`src/rtl/serial_subtractor_if.sv`:
```
// serial_subtractor_if: start/done handshake and operand/result bus for serial_subtractor.
// The ovf signal exists only when SERIAL_SUB_OVF_EN is defined.
interface serial_subtractor_if #(parameter int WIDTH = 4);
   logic             start;
   logic [WIDTH-1:0] A;
   logic [WIDTH-1:0] B;
   logic             Bin;
   logic             busy;
   logic             done;
   logic [WIDTH-1:0] Diff;
   logic             Bout;
`ifdef SERIAL_SUB_OVF_EN
   logic             ovf;
`endif
   modport master (
      output start, A, B, Bin,
      input  busy, done, Diff, Bout
`ifdef SERIAL_SUB_OVF_EN
      , input ovf
`endif
   );
   modport slave (
      input  start, A, B, Bin,
      output busy, done, Diff, Bout
`ifdef SERIAL_SUB_OVF_EN
      , output ovf
`endif
   );
endinterface

```
`src/rtl/serial_subtractor.sv`:
```
// serial_subtractor: bit-serial A - B - Bin, LSB first, one bit per clock behind a start/done handshake.
// Defining SERIAL_SUB_OVF_EN adds a registered signed-overflow flag (bus.ovf).
module serial_subtractor #(
   parameter int WIDTH = 4
) (
   input logic               clk,
   input logic               rst,
   serial_subtractor_if.slave bus
);
   typedef enum logic [1:0] {IDLE, RUN, DONE} state_t;
   localparam int CW = $clog2(WIDTH);
   localparam logic [CW-1:0] LAST = CW'(WIDTH - 1);
   state_t           state, state_next;
   logic [CW-1:0]    cnt;
   logic [WIDTH-1:0] a_sr, b_sr, shifted, diff_r;
   logic [WIDTH-2:0] res;
   logic             br, br_next, d, last, bout_r;
`ifdef SERIAL_SUB_OVF_EN
   logic             ovf_r;
   assign bus.ovf = ovf_r;
`endif
   assign bus.busy = state == RUN;
   assign bus.done = state == DONE;
   assign bus.Diff = diff_r;
   assign bus.Bout = bout_r;
   // one full-subtractor step on the current LSBs; shifted is the result register with d entered MSB-side
   always_comb begin
      d       = a_sr[0] ^ b_sr[0] ^ br;
      br_next = (~a_sr[0] & b_sr[0]) | (~(a_sr[0] ^ b_sr[0]) & br);
      shifted = {d, res};
      last    = cnt == LAST;
   end
   // state register
   always_ff @(posedge clk or posedge rst)
      if (rst) state <= IDLE;
      else     state <= state_next;
   // next state: start is honoured only in IDLE, DONE lasts exactly one cycle
   always_comb begin
      state_next = state;
      case (state)
         IDLE:    state_next = bus.start ? RUN : IDLE;
         RUN:     state_next = last ? DONE : RUN;
         default: state_next = IDLE;
      endcase
   end
   // operand capture, bit-serial datapath, and result registers updated only at the completion edge
   always_ff @(posedge clk or posedge rst) begin
      if (rst) begin
         a_sr   <= '0;
         b_sr   <= '0;
         res    <= '0;
         br     <= 1'b0;
         cnt    <= '0;
         diff_r <= '0;
         bout_r <= 1'b0;
`ifdef SERIAL_SUB_OVF_EN
         ovf_r  <= 1'b0;
`endif
      end else if (state == IDLE && bus.start) begin
         a_sr <= bus.A;
         b_sr <= bus.B;
         br   <= bus.Bin;
         res  <= '0;
         cnt  <= '0;
      end else if (state == RUN) begin
         a_sr <= a_sr >> 1;
         b_sr <= b_sr >> 1;
         res  <= shifted[WIDTH-1:1];
         br   <= br_next;
         cnt  <= cnt + 1'b1;
         if (last) begin
            diff_r <= shifted;
            bout_r <= br_next;
`ifdef SERIAL_SUB_OVF_EN
            ovf_r  <= br ^ br_next;
`endif
         end
      end
   end
endmodule

```
`src/flat_wrapper.sv`:
```
// flat-port wrapper written by rule: the top's interface ports become plain ports
module serial_subtractor_flat 
#(
   parameter int WIDTH = 4
)
  (clk, rst, bus_start, bus_A, bus_B, bus_Bin, bus_busy, bus_done, bus_Diff, bus_Bout);
  serial_subtractor_if #(.WIDTH(WIDTH)) bus_i ();
  input logic clk;
  input logic rst;
  input wire logic [$bits(bus_i.start)-1:0] bus_start;
  input wire logic [$bits(bus_i.A)-1:0] bus_A;
  input wire logic [$bits(bus_i.B)-1:0] bus_B;
  input wire logic [$bits(bus_i.Bin)-1:0] bus_Bin;
  output wire logic [$bits(bus_i.busy)-1:0] bus_busy;
  output wire logic [$bits(bus_i.done)-1:0] bus_done;
  output wire logic [$bits(bus_i.Diff)-1:0] bus_Diff;
  output wire logic [$bits(bus_i.Bout)-1:0] bus_Bout;
  assign bus_i.start = bus_start;
  assign bus_i.A = bus_A;
  assign bus_i.B = bus_B;
  assign bus_i.Bin = bus_Bin;
  assign bus_busy = bus_i.busy;
  assign bus_done = bus_i.done;
  assign bus_Diff = bus_i.Diff;
  assign bus_Bout = bus_i.Bout;
  serial_subtractor #(.WIDTH(WIDTH)) u_core (.clk(clk), .rst(rst), .bus(bus_i));
endmodule
```
`config.mk`:
```
export PLATFORM = sky130hd
export DESIGN_NAME = serial_subtractor_flat
export DESIGN_NICKNAME = d
export VERILOG_FILES = /design/src/rtl/serial_subtractor_if.sv /design/src/rtl/serial_subtractor.sv /design/src/flat_wrapper.sv
export SDC_FILE = /design/constraint.sdc
export NUM_CORES = 1
export LEC_CHECK = 0
export BUFFER_PORTS_ARGS = -buffer_cell sky130_fd_sc_hd__buf_2
export CORE_MARGIN = 2
export CORE_UTILIZATION = 53
export DETAILED_ROUTE_END_ITERATION = 8
export GPL_TIMING_DRIVEN = 0
export PLACE_DENSITY = 0.75
export SLEW_MARGIN = 20
export SYNTH_ARGS = -nofsm -noshare
export SYNTH_HDL_FRONTEND = slang
export SYNTH_SLANG_ARGS = --single-unit
```
`constraint.sdc`:
```
create_clock -name clk -period 1.6 [get_ports clk]
set_clock_uncertainty 0.15 [all_clocks]
set_input_delay 0.32 -clock clk [delete_from_list [all_inputs] [get_ports clk]]
set_output_delay 0.32 -clock clk [all_outputs]
set_load 0.02 [all_outputs]
```
# Word level (Yosys, flattened, before mapping)
# Index checks and enable logic that the tools add are counted.
word_totals:
  register_bits: 21
  in_bits: 12
  wordCells: 37
classes:
  n_eq_ne: 3
  muxes: 13
  n_bitwise: 8
  n_reduce_logical: 4
  addsub: 1
op_table:
  columns: ["op", "count"]
  rows:
  - ["$mux 4", 4]
  - ["$mux 2", 3]
  - ["$mux 3", 2]
  - ["$eq 2x2->1 const B", 2]
  - ["$pmux 2 s2", 1]
  - ["$mux 1", 3]
  - ["$not 1->1", 3]
  - ["$reduce_and 3->1", 1]
  - ["$add 2x1->2 const B", 1]
  - ["$and 1x1->1", 2]
  - ["$eq 2x1->1 const B", 1]
  - ["$logic_not 2->1", 1]
  - ["$reduce_bool 2->1", 1]
  - ["$xor 1x1->1", 2]
  - ["$logic_and 1x1->1", 1]
  - ["$or 1x1->1", 1]

# Longest topological paths before layout
depth:
  depth_word: 6
  depth_mapped: 4
  ltp_nobuf: 3

# Worst setup path before layout
# Ideal clock, no wire load.
synth_timing:
  kind: "reg2out"
  startpoint: "register u_core.state[1]"
  endpoint: "output port bus_done"
  n_path_buf: 2
  path_stages_with_launch: 4
  t_arrival_ps: 991
  setup_slack_ps: 139
  required_ps: 1130
  cell_sequence: "dfrtp_1 buf_6 buf_2 nor2b_1"
synth_via:
  elab_chain_len: 1
synth_rtl:
  columns: ["item", "line_no", "rtl"]
  rows:
  - ["start: declaration", "serial_subtractor.sv:13", "state_t state, state_next;"]
  - ["start signal: assignment", "serial_subtractor.sv:36", "else state <= state_next;"]
  - ["$eq 2x2->1", "serial_subtractor.sv:23", "assign bus.done = state == DONE;"]
  - ["end: declaration", "flat_wrapper.sv:15", "output wire logic [$bits(bus_i.done)-1:0] bus_done;"]
# No other way between the ends.

# Worst setup path after layout
layout_timing:
  startpoint: "register u_core.state[0]"
  endpoint: "output port bus_done"
# The elaborated chain is that of the path after synthesis.

==> out/metrics.yaml <==
yosys:
  synth.distinct_cells: 20
  synthCells: 77
  synth_top_flop_cell: "dfrtp_1"
  ys_ff_latch: 21
  yosysMostFrequentCell: "dfrtp_1"
  yosysSeqAreaShare: 0.507
  synth_edf_count: 0
  synth_nets: 91
  synth_top_area_share: 0.507
  synth_area_leaders: "dfrtp_1, a211oi_2, nor3b_1"
  syn_area_um2: 1040
  synthTopCellsByCount: "dfrtp_1, inv_1, nor3b_1, a22o_1, a211oi_2"
  synth-async-reset-ratio: 1.00
  synth_top_area_cell: "dfrtp_1"
  yosys_warnings: 0
  postSynthAreaPerCell_um2: 13.5
floorplan:
  rows: 16
  core_um2: 1900
  die_w_um: 48.2
  dieHeight_um: 48.2
  start_util: 0.545
  io_pins: 19
  fp.dieArea_um2: 2330
layout:
  area_growth_pct: 21.7
  ff_latch_area_um2: 528
  post-route-cell-area_um2: 1260
  drive_above_1_share: 0.462
  antenna_cells: 0
  multi_input_area_um2: 440
  final_nets: 119
  fillers: 159
sta:
  rsz0062_at_grt: "true"
  hold_slack_ps: 76.0
  slew_viol_final: 0
  hold_viol: 0
  setup_viol: 0
  tightest_slew_ps: 765
  relSlewSlack: 0.490
  post-route-min-period_ps: 1570
  period_share: 0.983
  fmax_mhz: 636
critical_path:
  critical_path.most_common_cell: "buf_6"
  crit_slowest_cell: "dfrtp_2"
  cp_max_fo: 5
  cp.arrival_ps: 1100
  startpoint_type: "flip-flop"
  max_stage_delay_ps: 450
  cp-end-kind: "output port"
  cp_data_required_time_ps: 1130
  cp_cell_sequence: "buf_6, nor2b_4, buf_6"
  crit_type: "flip-flop to output port"
drt:
  vias: 699
  wl_mm: 1.93
  dr.pass1.iters: 4
  postRouteAntennaNets: 0
  wl_per_cell_um: 14.8
  via_per_inst: 5.34
  drt-initial-drc-count: 8
  drc: 0
place:
  dpl.hpwl_mm: 1.21
  post_dp_cell_area_um2: 1160
  place_congestion: 0.695
  port-buffer-count: 18
clocking:
  clock_sinks: 21
  htreeDepth: 1
  clk_root_buffer_cell: "clkbuf_4"
  path_clk_slew_ps: 110
  cts_buffers: 3
  worstSkewPairLatency_ps: 310
  clockBufferDepth: 2
  tritoncts: "built"
global_routing:
  grt_max_degree: 22
  antenna_found_initial: 0
  grt.overflow.total: 0
  grt_first_pass_wirelength_mm: 3.19
  grt_use_total: 0.210
  grt_pass1_vias: 717
hold_path:
  min_path_type: "input port to flip-flop"
power:
  ir_worst_vdd_mv: 0.876
  power_density_nw_per_um2: 2000
  p_leak_nw: 0.608
job:
  maxCapViolations: 0
status:
  status: "complete, no violations"
cell usage in the layout (no fill, tap or decap), types with 3 or more instances in the layout:
cell      Yosys  routed
a22o_1        6       6
buf_6         3       4
buf_2         3      16
nor4b_1       4       4
nor3b_1       7       7
buf_4         0       8
a211oi_2      5       5
mux2_1        4       4
inv_1        10      10
clkbuf_4      0       3
dfrtp_1      21      19
nor4b_2       3       3
worst paths after layout:
check	startpoint	end	slack (ps)	depth (start not counted)
setup / recovery	u_core.state[0]	bus_done	30	3
max in group asynchronous	rst	u_core.state[0]	230	3
setup reg to reg	u_core.br	u_core.bus.Diff[3]	130	3
min in group asynchronous	rst	u_core.res[2]	540	3
hold / removal	bus_A[3]	u_core.a_sr[3]	80	2
hold reg to reg	u_core.bus.Diff[1]	u_core.bus.Diff[1]	350	1
area by class of cell:
| type | count | area share |
|---|---|---|
| multi-input cells | 40 | 0.349 |
| clock inverters | 1 | 0.00396 |
| well taps | 27 | 0.0268 |
| plain buffers | 2 | 0.0178 |
| repair buffers | 27 | 0.137 |
| clock buffers | 3 | 0.0178 |
| flip-flops and latches | 21 | 0.418 |
| inverters | 10 | 0.0297 |
power by group:
group / switching (mW) / internal [mW] / total [mW]
clock network: 0.163 / 0.0934 / 0.256
logic: 0.663 / 0.682 / 1.35
registers: 0.148 / 0.780 / 0.928
total: 0.973 / 1.56 / 2.53
cell families after synthesis:
logic type,synth area share
AND/OR/NAND/NOR,0.159
multiplexers,0.0639
adder cells (fa/ha/maj),0.0314
AO/OA/AOI/OAI,0.156
buffers and inverters,0.0832
flip-flops,0.507
flip-flops by register name, summed over array words and instances (netlist names):
| name | flops |
|---|---|
| u_core.cnt | 2 |
| u_core.state | 2 |
| u_core.res | 3 |
| u_core.b_sr | 4 |
| u_core.a_sr | 4 |
| u_core.bus.Diff | 4 |
| u_core.bus.Bout | 1 |
| u_core.br | 1 |
worst max-delay path: cells and delay by family (launching register included):
| family | cells | cell delay, ps |
|---|---|---|
| simple gates | 1 | 100 |
| flops | 1 | 450 |
| buf+inv | 2 | 240 |
per-stage QoR:
stage | std cells | utilization | worst slack (ps) | TNS, ps | power (mW)
2_1_floorplan | 77 | - | 139 | 0 | 1.86
3_3_place_gp | 122 | 0.611 | 148 | 0 | 2.10
3_5_place_dp | 122 | 0.611 | 124 | 0 | 2.13
4_1_cts | 134 | 0.672 | -77.3 | -152 | 2.59
5_1_grt | 131 | 0.664 | -34.1 | -34.1 | 2.73
6_report | 131 | 0.664 | 27.4 | 0 | 2.53
timing repair:
item	in CTS	in global routing
setup buffers	7	1
hold endpoints to repair	12	0
hold buffers	1	0
gates resized for setup	9	7
endpoints found under the setup margin	2	2
layer usage:
metal | track usage | vias to the layer above | routed length [um]
met5 | 0 | - | 0
met4 | 0.146 | 0 | 69
met2 | 0.329 | 17 | 979
li1 | - | 329 | -
met1 | 0.259 | 347 | 838
met3 | 0.0370 | 6 | 46
No activity file was read; power rests on OpenSTA's default activity.
